`src/rtl/result_writeback_pkg.sv`:
```
// Shared types, default widths and lane helpers for the result write-back block.
package result_writeback_pkg;

    localparam int DEF_PARTIAL_SUM_BW = 20;
    localparam int DEF_MATRIX_SIZE    = 8;
    localparam int DEF_ADDRESSSIZE    = 10;

    typedef enum logic [1:0] {
        ST_IDLE    = 2'd0,
        ST_COLLECT = 2'd1,
        ST_DRAIN   = 2'd2
    } wb_state_e;

    // Bit offset of the LSB of lane 'lane' in a packed vector of 'bw'-bit lanes.
    function automatic int lane_lo(input int lane, input int bw);
        return lane * bw;
    endfunction

endpackage

```
`src/rtl/result_skid_fifo.sv`:
```
// Two-entry FIFO between the vector multiplier and the result SRAM write port.
module result_skid_fifo #(
    parameter int WIDTH = 160
) (
    input  logic             clk,
    input  logic             rst,
    input  logic             push,
    input  logic [WIDTH-1:0] push_data,
    input  logic             pop,
    output logic             full,
    output logic             empty,
    output logic [WIDTH-1:0] head_data
);

    logic [WIDTH-1:0] mem_q [2];
    logic             wr_ptr_q;
    logic             rd_ptr_q;
    logic [1:0]       count_q;
    logic             do_push;
    logic             do_pop;

    assign full      = (count_q == 2'd2);
    assign empty     = (count_q == 2'd0);
    assign head_data = mem_q[rd_ptr_q];
    assign do_pop    = pop && !empty;
    // A full FIFO still accepts a push when the head leaves in the same cycle.
    assign do_push   = push && (!full || do_pop);

    always_ff @(posedge clk) begin
        if (rst) begin
            mem_q[0] <= '0;
            mem_q[1] <= '0;
            wr_ptr_q <= 1'b0;
            rd_ptr_q <= 1'b0;
            count_q  <= 2'd0;
        end else begin
            if (do_push) begin
                mem_q[wr_ptr_q] <= push_data;
                wr_ptr_q        <= ~wr_ptr_q;
            end
            if (do_pop) begin
                rd_ptr_q <= ~rd_ptr_q;
            end
            case ({do_push, do_pop})
                2'b10:   count_q <= count_q + 2'd1;
                2'b01:   count_q <= count_q - 2'd1;
                default: count_q <= count_q;
            endcase
        end
    end

endmodule

```
`src/rtl/result_writeback.sv`:
```
// Collects one tile of result vectors and streams them into the result SRAM.
// Optional lane clamp to zero enabled by RESULT_WRITEBACK_RELU_EN.
module result_writeback
    import result_writeback_pkg::*;
#(
    parameter int PARTIAL_SUM_BW = DEF_PARTIAL_SUM_BW,
    parameter int MATRIX_SIZE    = DEF_MATRIX_SIZE,
    parameter int ADDRESSSIZE    = DEF_ADDRESSSIZE,
    parameter int TILE_ROWS      = 8
) (
    input  logic                                clk,
    input  logic                                rstn,
    input  logic                                start,
    input  logic [ADDRESSSIZE-1:0]              base_addr,
    input  logic                                in_valid,
    input  logic [PARTIAL_SUM_BW*MATRIX_SIZE-1:0] in_data,
    output logic                                in_ready,
    input  logic                                wr_ready,
    output logic                                wr_en,
    output logic [ADDRESSSIZE-1:0]              wr_addr,
    output logic [PARTIAL_SUM_BW*MATRIX_SIZE-1:0] wr_data,
    output logic                                busy,
    output logic                                done,
    output logic                                drop_err
);

    localparam int VW = PARTIAL_SUM_BW * MATRIX_SIZE;
    localparam int CW = $clog2(TILE_ROWS + 1);
    localparam logic [CW-1:0] LAST_ROW = CW'(TILE_ROWS - 1);

    wb_state_e              state_q;
    logic [CW-1:0]          row_cnt_q;
    logic [CW-1:0]          wr_cnt_q;
    logic [ADDRESSSIZE-1:0] addr_q;
    logic                   drop_err_q;
    logic                   fifo_full;
    logic                   fifo_empty;
    logic                   push;
    logic                   pop;
    logic [VW-1:0]          push_data;

`ifdef RESULT_WRITEBACK_RELU_EN
    for (genvar g = 0; g < MATRIX_SIZE; g++) begin : g_relu
        localparam int LO = lane_lo(g, PARTIAL_SUM_BW);
        assign push_data[LO +: PARTIAL_SUM_BW] =
            in_data[LO + PARTIAL_SUM_BW - 1] ? '0 : in_data[LO +: PARTIAL_SUM_BW];
    end
`else
    assign push_data = in_data;
`endif

    // in_ready depends only on registered state and occupancy, never on wr_ready.
    assign in_ready = (state_q == ST_COLLECT) && !fifo_full;
    assign push     = in_valid && in_ready;
    assign wr_en    = !fifo_empty;
    assign pop      = wr_en && wr_ready;
    assign wr_addr  = addr_q;
    assign busy     = (state_q != ST_IDLE);
    assign done     = (state_q == ST_DRAIN) && pop && (wr_cnt_q == LAST_ROW);
    assign drop_err = drop_err_q;

    result_skid_fifo #(
        .WIDTH (VW)
    ) u_fifo (
        .clk       (clk),
        .rst       (rstn),
        .push      (push),
        .push_data (push_data),
        .pop       (pop),
        .full      (fifo_full),
        .empty     (fifo_empty),
        .head_data (wr_data)
    );

    always_ff @(posedge clk) begin
        if (rstn) begin
            state_q    <= ST_IDLE;
            row_cnt_q  <= '0;
            wr_cnt_q   <= '0;
            addr_q     <= '0;
            drop_err_q <= 1'b0;
        end else begin
            if (pop) begin
                addr_q   <= addr_q + 1'b1;
                wr_cnt_q <= wr_cnt_q + 1'b1;
            end
            case (state_q)
                ST_IDLE: begin
                    if (start) begin
                        state_q    <= ST_COLLECT;
                        addr_q     <= base_addr;
                        row_cnt_q  <= '0;
                        wr_cnt_q   <= '0;
                        drop_err_q <= 1'b0;
                    end else if (in_valid) begin
                        drop_err_q <= 1'b1;
                    end
                end
                ST_COLLECT: begin
                    if (push) begin
                        if (row_cnt_q == LAST_ROW) begin
                            state_q   <= ST_DRAIN;
                            row_cnt_q <= '0;
                        end else begin
                            row_cnt_q <= row_cnt_q + 1'b1;
                        end
                    end
                end
                ST_DRAIN: begin
                    if (done) begin
                        state_q  <= ST_IDLE;
                        wr_cnt_q <= '0;
                    end
                end
                default: state_q <= ST_IDLE;
            endcase
        end
    end

endmodule

```
`config.mk`:
```
export PLATFORM = sky130hd
export DESIGN_NAME = result_writeback
export DESIGN_NICKNAME = d
export VERILOG_FILES = /design/src/rtl/result_writeback_pkg.sv /design/src/rtl/result_skid_fifo.sv /design/src/rtl/result_writeback.sv
export SDC_FILE = /design/constraint.sdc
export NUM_CORES = 1
export LEC_CHECK = 0
export CORE_ASPECT_RATIO = 0.7
export CORE_MARGIN = 2
export CORE_UTILIZATION = 30
export CTS_CLUSTER_DIAMETER = 200
export DETAILED_ROUTE_END_ITERATION = 16
export GPL_ROUTABILITY_DRIVEN = 1
export PLACE_DENSITY = 0.49
export SLEW_MARGIN = 20
export SYNTH_ARGS = -nofsm -noshare
export SYNTH_HDL_FRONTEND = slang
export SYNTH_HIERARCHICAL = 1
export SYNTH_SLANG_ARGS = --single-unit
```
`constraint.sdc`:
```
create_clock -name clk -period 17 [get_ports clk]
set_clock_uncertainty 0.05 [all_clocks]
set_input_delay 4.25 -clock clk [delete_from_list [all_inputs] [get_ports clk]]
set_output_delay 4.25 -clock clk [all_outputs]
set_load 0.05 [all_outputs]
```
==> results of run 1 <==
stage by stage:
stage               total power, mW  util (%)  setup WS [ps]
floorplan                      1.19         -           4000
global placement               1.31      38.9           6260
detailed placement             1.31      38.9           6220
CTS                            2.12      41.3           6220
global route                   2.16      41.3           6100
finish                         2.08      41.3           6270
power by group through the flow:
stage | Combinational, mW | Sequential (mW) | Clock [mW]
after CTS | 0.307 | 0.990 | 0.818
after detailed placement | 0.305 | 1.01 | 0
after global placement | 0.306 | 1.01 | 0
final | 0.302 | 0.989 | 0.787
after floorplan | 0.174 | 1.02 | 0
after global routing | 0.318 | 0.994 | 0.847
area by class of cell:
| cell class | count | area [um^2] | area share (%) |
|---|---|---|---|
| Sequential cell | 346 | 10100 | 49.8 |
| Multi-Input combinational cell | 597 | 4610 | 22.6 |
| Timing Repair Buffer | 361 | 3580 | 17.6 |
| Clock buffer | 52 | 1070 | 5.24 |
| Tap cell | 665 | 832 | 4.09 |
| Clock inverter | 18 | 110 | 0.541 |
| Inverter | 6 | 22.5 | 0.111 |
| Antenna cell | 2 | 5.00 | 0.0246 |
final timing paths:
path / from / endpoint / slack, ps / cells after the start
max: wr_ready / done / 6270 / 6
min reg2reg: wr_cnt_q[1]$_SDFF_PP0_ / wr_cnt_q[1]$_SDFF_PP0_ / 440 / 2
max reg2reg: u_fifo/count_q[0]$_SDFFE_PP0P_ / u_fifo/mem_q[0][61]$_SDFFCE_PN0P_ / 13310 / 8
min: wr_cnt_q[1]$_SDFF_PP0_ / wr_cnt_q[1]$_SDFF_PP0_ / 440 / 2
worst max-delay path, delay by kind of cell:
kind	cells	cell delay (ps)
buffers and inverters	3	1690
AND/OR/NAND/NOR	3	490
registers in the layout (all words and copies together), names as in the netlist, named ones only:
register and count:
drop_err 1, u_fifo/mem_q 320, row_cnt_q 4, u_fifo/count_q 2, wr_cnt_q 4, u_fifo/wr_ptr_q 1
u_fifo/rd_ptr_q 1, state_q 2, wr_addr 10
synthesized netlist by cell type (all sizes together) (4+ instances only):
| master | number | area (um^2) |
|---|---|---|
| a211oi | 9 | 67.6 |
| inv | 6 | 22.5 |
| ha | 4 | 50.1 |
| buf | 18 | 113 |
| dfxtp | 26 | 521 |
| edfxtp | 320 | 9610 |
| a21oi | 5 | 25.0 |
| nor2 | 22 | 82.6 |
| nand2b | 4 | 25.0 |
| mux2 | 161 | 1810 |
| nand4 | 4 | 25.0 |
| nor3 | 7 | 35.0 |
| xor2 | 5 | 43.8 |
| xnor2 | 10 | 87.6 |
| and2 | 321 | 2010 |
| clkbuf | 43 | 184 |
| nand2 | 10 | 40.0 |
metal layers:
metal	vias to the layer above	track usage, %	part of all wire (%)
met5	-	0	0.068
met4	4	2.96	1.6
met3	52	4.82	7.8
met2	227	20.8	44
met1	4375	19.3	47
li1	4282	-	-
kinds of logic after synthesis:
kind of cell,count (synthesis),synth area share [%]
adder cells (fa/ha/maj),4,0.333
AO/OA/AOI/OAI,24,1.10
flip-flops,346,67.4
AND/OR/NAND/NOR,392,16.1
multiplexers,162,12.1
buffers and inverters,67,2.12
XOR/XNOR,15,0.874
==> flow_summary.ini, run 1 <==
[run_status]
status = finished, final reports clean

[die]
ioPinCount = 350
die_area_um2 = 51900
std_cell_rows = 68
die_h_um = 191
core_area_um2 = 49300
die_w_um = 272
initial_core_util_pct = 30.5

[sta]
slew_viol_final = 0
setup_violations = 0
slew_headroom_pct = 29.0
rsz0062_at_grt = no
setup_tns_ps = 0
worst_hold_slack_ps = 436
layout_min_cycle_time_ps = 10730
worst_pin_slew_ps = 1060
finalCritPeriodShare_pct = 63.1
hold_viol = 0
max_freq_mhz = 93.2

[logic_synthesis]
syn-num-nets = 1189
synth-edff-count = 320
ys_ff_latch = 346
syn_area_um2 = 15000
synth.distinct_cells = 43
synth_cells = 1010
ys_warn_count = 6
synth-async-reset-ratio_pct = 0
synth_top_flop_cell = edfxtp_1
avgSynthCellArea_um2 = 14.9
seq_area_frac_synth_pct = 67.4

[routing]
ant_nets = 0
post_drt_wl_per_cell_um = 18.1
drc = 0
drt_wl_total_um = 37000
vias = 8940
routed_via_density = 4.37
first_pass_iters = 4
drt_iter0_drc = 369

[clock_tree]
ctsLongestPathBuffers = 3
cts_tree = built
ctsRootBufferMaster = clkbuf_16
post_cts_resized = 0
clock_latency_ps = 520
postCtsSetupBuffers = 0
htree_levels = 2
clkSinkCount = 346
cts-hold-fix-buffers = 0
clkTransAtPathRegs_ps = 60
cts_buffers = 39

[global_route]
grt_usage_pct = 13.9
antenna_found_initial = 3
grt_pass1_vias = 9063
grt_pass1_wl_um = 55400
grt_overflow_total = 0
grt_max_degree = 93

[power]
vdd_drop_max_v = 0.0000532
power.density_nw_per_um2 = 102
clkPwrFrac_pct = 37.9
seqPwrFrac_pct = 47.6
power_switching_share_pct = 25.4
leakage_nw = 7.41
p_int_mw = 1.55
combPwrFrac_pct = 14.5
p_switching_uw = 528

[worst_setup_path]
cp_cell_sequence = clkdlybuf4s50_1 > nand2b_1 > inv_1 > nand4_1 > nor2_1 > clkdlybuf4s50_1
cpMostUsedCell = clkdlybuf4s50_1
critPathRequiredTime_ps = 12700
critPathMaxFanout = 12
crit_path_end_kind = output pin
max_stage_delay_ps = 830
critPathLaunchType = primary input
critical_path.slowest_cell = clkdlybuf4s50_1
arrival_ps = 6430
crit_type = in -> out

[finish]
final_nets = 1530
fin_cells = 2047
final_cell_mix = clkdlybuf4s50_1, and2_1, edfxtp_1
final_common_cell = clkdlybuf4s50_1
nFillCells = 4595
syn2layout_area_growth_pct = 35.5
layout-drive-gt1-share_pct = 16.9
final_area_um2 = 20400

[placed_design]
placedCellCount = 1975
io_buffers = 349
dpl_cell_area_um2 = 19200
gp_congestion = 0.745
dpl.hpwl_um = 22400

[hold_path]
hp-class = reg -> reg

[job]
max_cap_violations = 0
(Power assumes the default switching activity.)
==> run 2, diff against run 1 <==
clock period = 10.9 ns   (was 17 ns; I/O delays follow)
==> run 2 against run 1 <==
Final area grew 0.26%. Clock power rose by 63%. Via count is 0.26% lower. Sequential share of layout area is 0.13 points lower. Non-clock buffer count is the same. Flip-flop and latch count stayed put. Global-route usage grew 0.15 points. Utilization up 0.11 points. Worst setup slack lost 3000 ps. Register-to-register slack lost 6100 ps. Combinational power increased by 56%. Sequential power up 56%.
==> flow_summary.ini, run 2 (synthesis gave the netlist of run 1 again) <==
[sta]
slew_viol_final = 0
setup_violations = 0
max_freq_mhz = 132
setup_tns_ps = 0
slew_headroom_pct = 34.4
layout_min_cycle_time_ps = 7600
setup_ws_ps = 3300
finalCritPeriodShare_pct = 69.7
worst_pin_slew_ps = 984
rsz0062_at_grt = no
hold_viol = 0
worst_hold_slack_ps = 451

[finish]
final_util_pct = 41.4
final_nets = 1530
final_area_um2 = 20400
fin_cells = 2046
syn2layout_area_growth_pct = 35.8
largest_reg_flops = 320
final_cell_mix = clkdlybuf4s50_1, and2_1, edfxtp_1
layout-drive-gt1-share_pct = 17.0
top_register = u_fifo/mem_q
nFillCells = 4595
final_common_cell = clkdlybuf4s50_1

[worst_setup_path]
critPathMaxFanout = 12
arrival_ps = 4820
critPathLaunchType = primary input
critPathRequiredTime_ps = 8120
crit_type = in -> out
crit_path_end_kind = output pin

[global_route]
grt_pass1_vias = 9203
grt_max_degree = 88
antenna_found_initial = 4
grt_usage_pct = 14.0
grt_overflow_total = 0
grt_pass1_wl_um = 56100

[clock_tree]
ctsRootBufferMaster = clkbuf_16
cts_tree = built
cts-hold-fix-buffers = 0
postCtsSetupBuffers = 0
clkSinkCount = 346
ctsLongestPathBuffers = 3
post_cts_resized = 0
cts_buffers = 39
clock_latency_ps = 530
clkTransAtPathRegs_ps = 60
htree_levels = 2

[die]
die_h_um = 191
initial_core_util_pct = 30.5
core_area_um2 = 49300
std_cell_rows = 68
die_w_um = 272
ioPinCount = 350
die_area_um2 = 51900

[power]
seqPwrFrac_pct = 46.9
vdd_drop_max_v = 0.0000895
p_int_mw = 2.46
p_switching_uw = 829
combPwrFrac_pct = 14.3
clkPwrFrac_pct = 38.8
power.density_nw_per_um2 = 161
power_switching_share_pct = 25.2
leakage_nw = 7.42
total_power_mw = 3.29

[routing]
ant_nets = 0
drc = 0
vias = 8917
post_drt_wl_per_cell_um = 18.1
drt_wl_total_um = 37100
routed_via_density = 4.36
drt_iter0_drc = 305
first_pass_iters = 4

[placed_design]
dpl_cell_area_um2 = 19200
pre_cts_ws_ps = 3290
placedCellCount = 1975
dpl.hpwl_um = 22600
gp_congestion = 0.733
io_buffers = 349

[hold_path]
hp-class = reg -> reg

[job]
max_cap_violations = 0

[run_status]
status = finished, final reports clean
==> run 2: layout make-up <==
cell class                      instances  area [um^2]  share of cell area [%]
Sequential cell                       346        10100                    49.6
Antenna cell                            2         5.00                  0.0245
Multi-Input combinational cell        597         4610                    22.6
Inverter                                6         22.5                   0.110
Timing Repair Buffer                  361         3580                    17.6
Clock inverter                         21          178                   0.870
Tap cell                              665          832                    4.08
Clock buffer                           48         1050                    5.15
==> run 2: metal layers <==
metal  vias to the layer above  global-route usage (%)  wire length [um]  part of all wire [%]
met3                        61                    5.59              3140                   8.4
met2                       222                    21.5             16300                    44
met4                         4                    3.13               614                   1.7
met1                      4328                    18.6             17000                    46
met5                         -                       0                24                 0.065
li1                       4302                       -                 -                     -
==> run 2: worst paths after layout <==
check                            startpoint                           endpoint  slack, ps  cells after the start
min reg2reg          wr_cnt_q[1]$_SDFF_PP0_             wr_cnt_q[1]$_SDFF_PP0_        450                      2
max                                wr_ready                               done       3300                      6
max reg2reg  u_fifo/count_q[0]$_SDFFE_PP0P_  u_fifo/mem_q[0][65]$_SDFFCE_PN0P_       7170                      8
min                  wr_cnt_q[1]$_SDFF_PP0_             wr_cnt_q[1]$_SDFF_PP0_        450                      2
==> run 2: critical path, stage by stage <==
cell,delay (ps)
clkdlybuf4s50_1,480
nand2b_1,150
inv_1,340
nand4_1,170
nor2_1,120
clkdlybuf4s50_1,830
==> run 2: power by group through the flow <==
stage / Sequential (mW) / Clock [mW] / Combinational, mW
floorplan: 1.58 / 0 / 0.272
finish: 1.54 / 1.28 / 0.471
CTS: 1.54 / 1.32 / 0.479
global placement: 1.57 / 0 / 0.477
detailed placement: 1.57 / 0 / 0.476
global route: 1.55 / 1.38 / 0.496
